<file path="config.mk">
export PLATFORM = sky130hd
export DESIGN_NAME = gpio_display_arbiter_flat
export DESIGN_NICKNAME = d
export VERILOG_FILES = /design/src/rtl/gpio_display_arbiter_if.sv /design/src/rtl/gpio_display_arbiter.sv /design/src/flat_wrapper.sv
export SDC_FILE = /design/constraint.sdc
export NUM_CORES = 1
export LEC_CHECK = 0
export ABC_AREA = 1
export BUFFER_PORTS_ARGS = -buffer_cell sky130_fd_sc_hd__buf_2
export CAP_MARGIN = 20
export CORE_AREA = 2 2 386 388
export CTS_CLUSTER_SIZE = 20
export DETAILED_ROUTE_END_ITERATION = 8
export DIE_AREA = 0 0 388 390
export HOLD_SLACK_MARGIN = 0.02
export PLACE_DENSITY = 0.3
export REMOVE_ABC_BUFFERS = 1
export SETUP_SLACK_MARGIN = 0.02
export SYNTH_ARGS = -nofsm -noshare
export SYNTH_HDL_FRONTEND = slang
export SYNTH_SLANG_ARGS = --single-unit
export TNS_END_PERCENT = 20
</file>
<file path="constraint.sdc">
create_clock -name clock_50 -period 10.4 [get_ports clock_50]
set_input_delay 1.04 -clock clock_50 [delete_from_list [all_inputs] [get_ports clock_50]]
set_output_delay 1.04 -clock clock_50 [all_outputs]
set_load 0.01 [all_outputs]
</file>
<file path="src/rtl/gpio_display_arbiter_if.sv">
// Display arbitration bundle: per-source requests, locks and display data in,
// grant status and registered display image out.
interface gpio_display_arbiter_if;
   logic [3:0]   req;
   logic [3:0]   lock;
   logic [511:0] src_rows;
   logic [255:0] src_hex;
   logic [3:0]   grant;
   logic [1:0]   owner;
   logic         active;
   logic [127:0] rows_out;
   logic [63:0]  hex_out;

   modport master (
      output req, lock, src_rows, src_hex,
      input  grant, owner, active, rows_out, hex_out
   );

   modport slave (
      input  req, lock, src_rows, src_hex,
      output grant, owner, active, rows_out, hex_out
   );
endinterface

</file>
<file path="src/rtl/gpio_display_arbiter.sv">
// Round-robin owner of the matrix/hex display with minimum dwell and blanking gap.
// Optional macro GPIO_ARB_LOCK_EN: when defined the owner's lock bit blocks dwell preemption.
module gpio_display_arbiter #(
   parameter logic [25:0] DWELL = 26'd50_000_000,
   parameter logic [7:0]  BLANK = 8'd64
) (
   input  logic                   clock_50,
   input  logic                   reset,
   gpio_display_arbiter_if.slave  arb
);

   typedef enum logic [1:0] {
      S_IDLE  = 2'd0,
      S_OWN   = 2'd1,
      S_BLANK = 2'd2
   } state_t;

   state_t        state_r, next_state_s;
   logic [3:0]    grant_r, next_grant_s;
   logic [1:0]    owner_r, next_owner_s;
   logic [1:0]    rr_ptr_r, next_rr_ptr_s;
   logic [25:0]   dwell_cnt_r, next_dwell_cnt_s;
   logic [7:0]    blank_cnt_r, next_blank_cnt_s;
   logic          active_r, next_active_s;
   logic [127:0]  rows_r;
   logic [63:0]   hex_r;
   logic [3:0]    lock_eff_s;
   logic [1:0]    winner_s;
   logic          others_s;
   logic          dwell_done_s;

   // The previous owner sits last in the search order, so it only wins when alone.
   function automatic logic [1:0] rr_pick(input logic [3:0] r, input logic [1:0] ptr);
      logic [1:0] c1, c2, c3;
      c1 = ptr + 2'd1;
      c2 = ptr + 2'd2;
      c3 = ptr + 2'd3;
      if (r[c1])      rr_pick = c1;
      else if (r[c2]) rr_pick = c2;
      else if (r[c3]) rr_pick = c3;
      else            rr_pick = ptr;
   endfunction

`ifdef GPIO_ARB_LOCK_EN
   assign lock_eff_s = arb.lock;
`else
   logic unused_lock_s;
   assign unused_lock_s = ^arb.lock;
   assign lock_eff_s    = 4'b0000;
`endif

   assign winner_s     = rr_pick(arb.req, rr_ptr_r);
   assign others_s     = |(arb.req & ~grant_r);
   assign dwell_done_s = (dwell_cnt_r == (DWELL - 26'd1));

   // Next-state, grant and counter decode.
   always_comb begin
      next_state_s     = state_r;
      next_grant_s     = grant_r;
      next_owner_s     = owner_r;
      next_rr_ptr_s    = rr_ptr_r;
      next_dwell_cnt_s = dwell_cnt_r;
      next_blank_cnt_s = blank_cnt_r;
      next_active_s    = active_r;
      case (state_r)
         S_IDLE: begin
            if (arb.req != 4'b0000) begin
               next_state_s     = S_OWN;
               next_grant_s     = 4'b0001 << winner_s;
               next_owner_s     = winner_s;
               next_rr_ptr_s    = winner_s;
               next_dwell_cnt_s = 26'd0;
               next_active_s    = 1'b1;
            end else begin
               next_grant_s  = 4'b0000;
               next_active_s = 1'b0;
            end
         end
         S_OWN: begin
            if (!arb.req[owner_r] ||
                (dwell_done_s && others_s && !lock_eff_s[owner_r])) begin
               next_state_s     = S_BLANK;
               next_grant_s     = 4'b0000;
               next_active_s    = 1'b0;
               next_blank_cnt_s = 8'd0;
            end else if (!dwell_done_s) begin
               next_dwell_cnt_s = dwell_cnt_r + 26'd1;
            end else begin
               next_dwell_cnt_s = dwell_cnt_r;
            end
         end
         S_BLANK: begin
            if (blank_cnt_r == (BLANK - 8'd1)) begin
               if (arb.req != 4'b0000) begin
                  next_state_s     = S_OWN;
                  next_grant_s     = 4'b0001 << winner_s;
                  next_owner_s     = winner_s;
                  next_rr_ptr_s    = winner_s;
                  next_dwell_cnt_s = 26'd0;
                  next_active_s    = 1'b1;
               end else begin
                  next_state_s = S_IDLE;
               end
               next_blank_cnt_s = 8'd0;
            end else begin
               next_blank_cnt_s = blank_cnt_r + 8'd1;
            end
         end
         default: begin
            next_state_s  = S_IDLE;
            next_grant_s  = 4'b0000;
            next_active_s = 1'b0;
         end
      endcase
   end

   // State and arbitration registers.
   always_ff @(posedge clock_50 or posedge reset) begin
      if (reset) begin
         state_r     <= S_IDLE;
         grant_r     <= 4'b0000;
         owner_r     <= 2'd0;
         rr_ptr_r    <= 2'd3;
         dwell_cnt_r <= 26'd0;
         blank_cnt_r <= 8'd0;
         active_r    <= 1'b0;
      end else begin
         state_r     <= next_state_s;
         grant_r     <= next_grant_s;
         owner_r     <= next_owner_s;
         rr_ptr_r    <= next_rr_ptr_s;
         dwell_cnt_r <= next_dwell_cnt_s;
         blank_cnt_r <= next_blank_cnt_s;
         active_r    <= next_active_s;
      end
   end

   // Display image lags the grant by one cycle and blanks once OWN is left.
   always_ff @(posedge clock_50 or posedge reset) begin
      if (reset) begin
         rows_r <= 128'd0;
         hex_r  <= 64'd0;
      end else if (state_r == S_OWN) begin
         rows_r <= arb.src_rows[{owner_r, 7'd0} +: 128];
         hex_r  <= arb.src_hex[{owner_r, 6'd0} +: 64];
      end else begin
         rows_r <= 128'd0;
         hex_r  <= 64'd0;
      end
   end

   assign arb.grant    = grant_r;
   assign arb.owner    = owner_r;
   assign arb.active   = active_r;
   assign arb.rows_out = rows_r;
   assign arb.hex_out  = hex_r;

endmodule
</file>
<file path="src/flat_wrapper.sv">
// flat-port wrapper written by rule: the top's interface ports become plain ports
module gpio_display_arbiter_flat 
#(
   parameter logic [25:0] DWELL = 26'd50_000_000,
   parameter logic [7:0]  BLANK = 8'd64
)
  (clock_50, reset, arb_req, arb_lock, arb_src_rows, arb_src_hex, arb_grant, arb_owner, arb_active, arb_rows_out, arb_hex_out);
  gpio_display_arbiter_if arb_i ();
  input  logic clock_50;
  input  logic reset;
  input wire logic [$bits(arb_i.req)-1:0] arb_req;
  input wire logic [$bits(arb_i.lock)-1:0] arb_lock;
  input wire logic [$bits(arb_i.src_rows)-1:0] arb_src_rows;
  input wire logic [$bits(arb_i.src_hex)-1:0] arb_src_hex;
  output wire logic [$bits(arb_i.grant)-1:0] arb_grant;
  output wire logic [$bits(arb_i.owner)-1:0] arb_owner;
  output wire logic [$bits(arb_i.active)-1:0] arb_active;
  output wire logic [$bits(arb_i.rows_out)-1:0] arb_rows_out;
  output wire logic [$bits(arb_i.hex_out)-1:0] arb_hex_out;
  assign arb_i.req = arb_req;
  assign arb_i.lock = arb_lock;
  assign arb_i.src_rows = arb_src_rows;
  assign arb_i.src_hex = arb_src_hex;
  assign arb_grant = arb_i.grant;
  assign arb_owner = arb_i.owner;
  assign arb_active = arb_i.active;
  assign arb_rows_out = arb_i.rows_out;
  assign arb_hex_out = arb_i.hex_out;
  gpio_display_arbiter #(.DWELL(DWELL), .BLANK(BLANK)) u_core (.clock_50(clock_50), .reset(reset), .arb(arb_i));
endmodule
</file>
Yosys cells after proc, flatten, opt, wreduce, memory -nomap -nowiden:

Cells that the tools add are included.

* add/sub/neg operators: 5
* multiply operators: 0
* div/mod/pow operators: 0
* $lt $le $gt $ge: 4
* equal/unequal tests: 10
* shift operators: 3
* mux-type cells: 44
* bitwise logic cells: 2
* reductions and logical operators: 16

Operators with widths (number)
* 512-bit by 10-bit variable part select with 128-bit output: 1
* 256-bit by 9-bit variable part select with 64-bit output: 1
* 128-bit 2-to-1 mux: 1
* 26-bit 2-to-1 mux: 4
* 26-bit one-hot mux with 3 select lines: 1
* 64-bit 2-to-1 mux: 1
* 26-bit by 1-bit adder with 26-bit output (second input constant): 1
* 26-bit == test (second input constant): 1
* 2-bit 2-to-1 mux: 10
* 4-bit 2-to-1 mux: 4
* 8-bit 2-to-1 mux: 2
* 8-bit one-hot mux with 2 select lines: 1
* 2-bit by 3-bit less-than comparator with 1-bit output (second input constant): 4
* 4-bit one-hot mux with 3 select lines: 1
* 1-bit binary-select mux with 2-bit select: 5
* 1-bit 2-to-1 mux: 10
* 8-bit by 1-bit adder with 8-bit output (second input constant): 1
* 8-bit by 6-bit == test with 1-bit output (second input constant): 1
* 2-bit by 1-bit inequality test with 1-bit output (second input constant): 4
* 2-bit one-hot mux with 2 select lines: 2
* 2-bit one-hot mux with 3 select lines: 1
* 3-bit AND reduction: 2
* 2-bit adder (second input constant): 2
* 4-bit AND: 1
* other kinds (17): 22

* register bits after elaboration: 237
* latch bits: 0
* memory bits (writable): 0
* bits in read-only memories: 0
* input bits: 778
* logic and storage cells: 93
* memories: 0

Logic depth before layout (Yosys ltp):

* depth in word-level cells: 10
* depth in mapped cells: 13

Least setup slack after synthesis:

OpenSTA, ideal clock, no wires.

* path type: input -> register
* start point: input port arb_req[1]
* end point: register u_core.dwell_cnt_r[17]
* library setup time: 0.117 ns
* arrival: 1.969 ns
* setup slack: 8.315 ns
* stages: 9
* path buffers: 1
* cells stage by stage: inv_1 > or2_2 > nand4_1 > nand3_1 > nand2_1 > nand2_4 > buf_2 > nand3_1 > nand2_1

* word-level cells in the longest chain between the ends: 7
* elaborated cells on any way between the ends: 14
* those cells by class: eq/ne (1); mux (5); bitwise (1); reduce/logical (7)

RTL lines
* start: declaration: RTL line flat_wrapper.sv:11 `input wire logic [$bits(arb_i.req)-1:0] arb_req;`
* 4-bit AND: RTL line gpio_display_arbiter.sv:53 `assign others_s = |(arb.req & ~grant_r);`
* 4-bit OR reduction: RTL line gpio_display_arbiter.sv:53
* 1-bit logical AND (2 in a row): RTL line gpio_display_arbiter.sv:81 `(dwell_done_s && others_s && !lock_eff_s[owner_r])) begin`
* 1-bit logical OR: RTL line gpio_display_arbiter.sv:80 `if (!arb.req[owner_r] ||`
* 2-bit inequality test (no line)
* 4-bit AND reduction (no line)
* end signal: assignment: RTL line gpio_display_arbiter.sv:132 `dwell_cnt_r <= next_dwell_cnt_s;`
* end: declaration: RTL line gpio_display_arbiter.sv:22 `logic [25:0] dwell_cnt_r, next_dwell_cnt_s;`

Several ways; a longest one is shown, not always the timed one. The select of a mux whose other input is x is not followed.
A chain may end at the register's enable or synchronous reset.

Final worst setup path:

* start point: register u_core.owner_r[1], in the netlist u_core.arb.owner[1]
* end point: output port arb_owner[1]

RTL lines
* start: declaration: RTL line gpio_display_arbiter.sv:20 `logic [1:0] owner_r, next_owner_s;`
* start signal: assignment: RTL line gpio_display_arbiter.sv:130 `owner_r <= next_owner_s;`
* end: declaration: RTL line flat_wrapper.sv:16 `output wire logic [$bits(arb_i.owner)-1:0] arb_owner;`

No word-level cell between the ends.

==> impl_metrics.json <==
{
  "dr.pass1.iters": 5,
  "max-vdd-ir-drop_uv": 89.08,
  "dieWidth_um": 388,
  "rows": 141,
  "wire_per_inst_um": 19.10,
  "ys_seq_area_share_pct": 41.41,
  "antenna_found_initial": 46,
  "synthAdderAreaFrac_pct": 0.1747,
  "cp_max_fo": 76,
  "syn_area_um2": 14330,
  "grt_pass1_vias": 18400,
  "synth-simple-area-share_pct": 31.15,
  "fill_cells": 17350,
  "cts_resized": 0,
  "synth_cells": 2180,
  "fin_area_um2": 22600,
  "min_period_ps": 3213,
  "grt_overflow": 0,
  "layout.nets": 3836,
  "area_growth_pct": 57.75,
  "cts-buffers-inserted": 39,
  "rrSetupSlack_ps": 7260,
  "grt_max_degree": 144,
  "grt_use_total_pct": 12.11,
  "synth_top_family_by_area": "simple AND/OR/NAND/NOR gates",
  "path_class": "reg2out",
  "tightest_slew_ps": 1134,
  "initial_core_util_pct": 9.738,
  "outcome": "finished clean",
  "clkSinkCount": 237,
  "mostFrequentLayoutCell": "buf_2",
  "final_cell_mix": "buf_2 (972), nor2_1 (837), o21ai_0 (363)",
  "skew_ps": 13.96,
  "synth_compound_area_share_pct": 20.74,
  "cts_setup_buffers": 0,
  "start_kind": "flop",
  "multiInputGateArea_um2": 7547,
  "dp_cells": 4945,
  "report.final.slew_viol_count": 0,
  "grt_setup_unrepaired": "false",
  "io_buffers": 972,
  "htreeDepth": 2,
  "end_kind": "primary output",
  "p_per_area_nw_per_um2": 114.1,
  "cp.required_ps": 9360,
  "muxShareOfSynthArea_pct": 0,
  "die_y_um": 390,
  "relSlewSlack_pct": 24.38,
  "dp_hpwl_mm": 72.04,
  "yosys_warnings": 0,
  "clkTransAtPathRegs_ps": 60,
  "ff_latch_area_um2": 5941,
  "routed_wl_mm": 95.97,
  "gp_congestion": 0.7984,
  "postCtsHoldBufs": 0,
  "drcViolationCount": 0,
  "dieArea_um2": 151300,
  "finalSetupViolCount": 0,
  "post_dp_cell_area_um2": 21200,
  "via_per_inst": 3.575,
  "synth_seq_cells": 237,
  "layout-drive-gt1-share_pct": 35.27,
  "grt_pass1_wl_mm": 133.0,
  "cp_data_arrival_time_ps": 2170,
  "timing.fmax_ghz": 0.3112,
  "syn_area_per_cell_um2": 6.572,
  "final_cell_count_no_fill": 5025,
  "hold_viol_final": 0,
  "hold_class": "reg2reg",
  "fin_crit_sh_pct": 30.90,
  "cts_tree": "done",
  "cap_violations": 0,
  "cts-root-buf": "clkbuf_16",
  "power_mw": 2.578,
  "ant_nets": 0,
  "ioPinCount": 977,
  "core-area_um2": 147100,
  "p_leak_nw": 11.02,
  "cts_buffer_depth": 3,
  "synth-xor-area-share_pct": 0.6113,
  "via_count": 17960,
  "ys_types": 34,
  "clk_latency_ps": 580,
  "hold_slack_ps": 476.6,
  "drt_iter0_markers": 811
}
final timing paths:
| kind | depth (start not counted) | endpoint | startpoint |
|---|---|---|---|
| max | 2 | arb_owner[1] | u_core.arb.owner[1]$_DFFE_PP0P_ |
| min | 2 | u_core.arb.active$_DFFE_PP0P_ | u_core.arb.active$_DFFE_PP0P_ |
| max reg2reg | 4 | u_core.arb.hex_out[45]$_DFF_PP0_ | u_core.arb.owner[0]$_DFFE_PP0P_ |
| min reg2reg | 2 | u_core.arb.active$_DFFE_PP0P_ | u_core.arb.active$_DFFE_PP0P_ |
| max in group asynchronous | 4 | u_core.arb.hex_out[42]$_DFF_PP0_ | reset |
| min in group asynchronous | 2 | u_core.arb.rows_out[39]$_DFF_PP0_ | reset |
cells in the mapped netlist, drive strengths merged:
cell type  instances  area (um2)
a21oi            193       965.9
buf               50       256.5
clkbuf           110       412.9
dfrtp            235        5881
dfstp              2       52.55
ha                 2       25.02
inv               46       177.7
nand2            212       834.6
nand3             59       295.3
nand4              8       50.05
nor2             847        3228
nor3               3       15.01
nor3b              2       15.01
nor4               1       6.260
o2111ai            1       8.760
o21ai            392        1962
o21bai             3       22.52
o22ai              1       12.51
or2                3       18.77
xnor2              1       8.760
xor2               9       78.83
routing by layer:
metal / global-route usage, % / vias to the layer above / routed length, um
met5: 0 / - / 238
met4: 3.014 / 38 / 2112
met3: 4.240 / 142 / 7732
met2: 21.71 / 625 / 48380
met1: 13.59 / 8325 / 37510
li1: - / 8834 / -
registers in the layout, summed over array words and instances, names as in the netlist:
| register | count |
|---|---|
| u_core.arb.grant | 4 |
| u_core.rr_ptr_r | 2 |
| u_core.dwell_cnt_r | 26 |
| u_core.arb.owner | 2 |
| u_core.arb.hex_out | 64 |
| u_core.arb.active | 1 |
| u_core.blank_cnt_r | 8 |
| u_core.state_r | 2 |
| u_core.arb.rows_out | 128 |
kinds of logic after synthesis:
kind of cell,after synthesis
simple gates,1135
compound gates,590
fa+ha+maj,2
flops,237
xor+xnor,10
buf+inv,206
per-stage QoR:
| stage | util [%] | worst slack (ps) | setup TNS, ps |
|---|---|---|---|
| after floorplan | - | -1048 | -144670 |
| after global placement | 14.41 | 7088 | 0 |
| after detailed placement | 14.41 | 7065 | 0 |
| after CTS | 15.34 | 6981 | 0 |
| after global routing | 15.35 | 6919 | 0 |
| final | 15.36 | 7187 | 0 |
critical path, stage by stage (launching register included):
cell and delay, ps:
dfrtp_4 820, buf_12 450, buf_2 260
report_power, final:
part           internal (mW)  switching, mW  leakage [nW]
Sequential             0.923              0          3.28
Combinational          0.113         0.0908          7.06
Clock                  0.905          0.546         0.677
cell type report:
cell class / instances / share of cell area, %
sequential: 237 / 26.28
clock buffer: 57 / 5.204
multi-input combinational: 1737 / 33.39
antenna: 10 / 0.1107
timing repair buffer: 995 / 22.51
clock inverter: 13 / 0.8857
inverter: 46 / 0.9300
tap: 1930 / 10.68
Power figures use the tool's default switching activity.
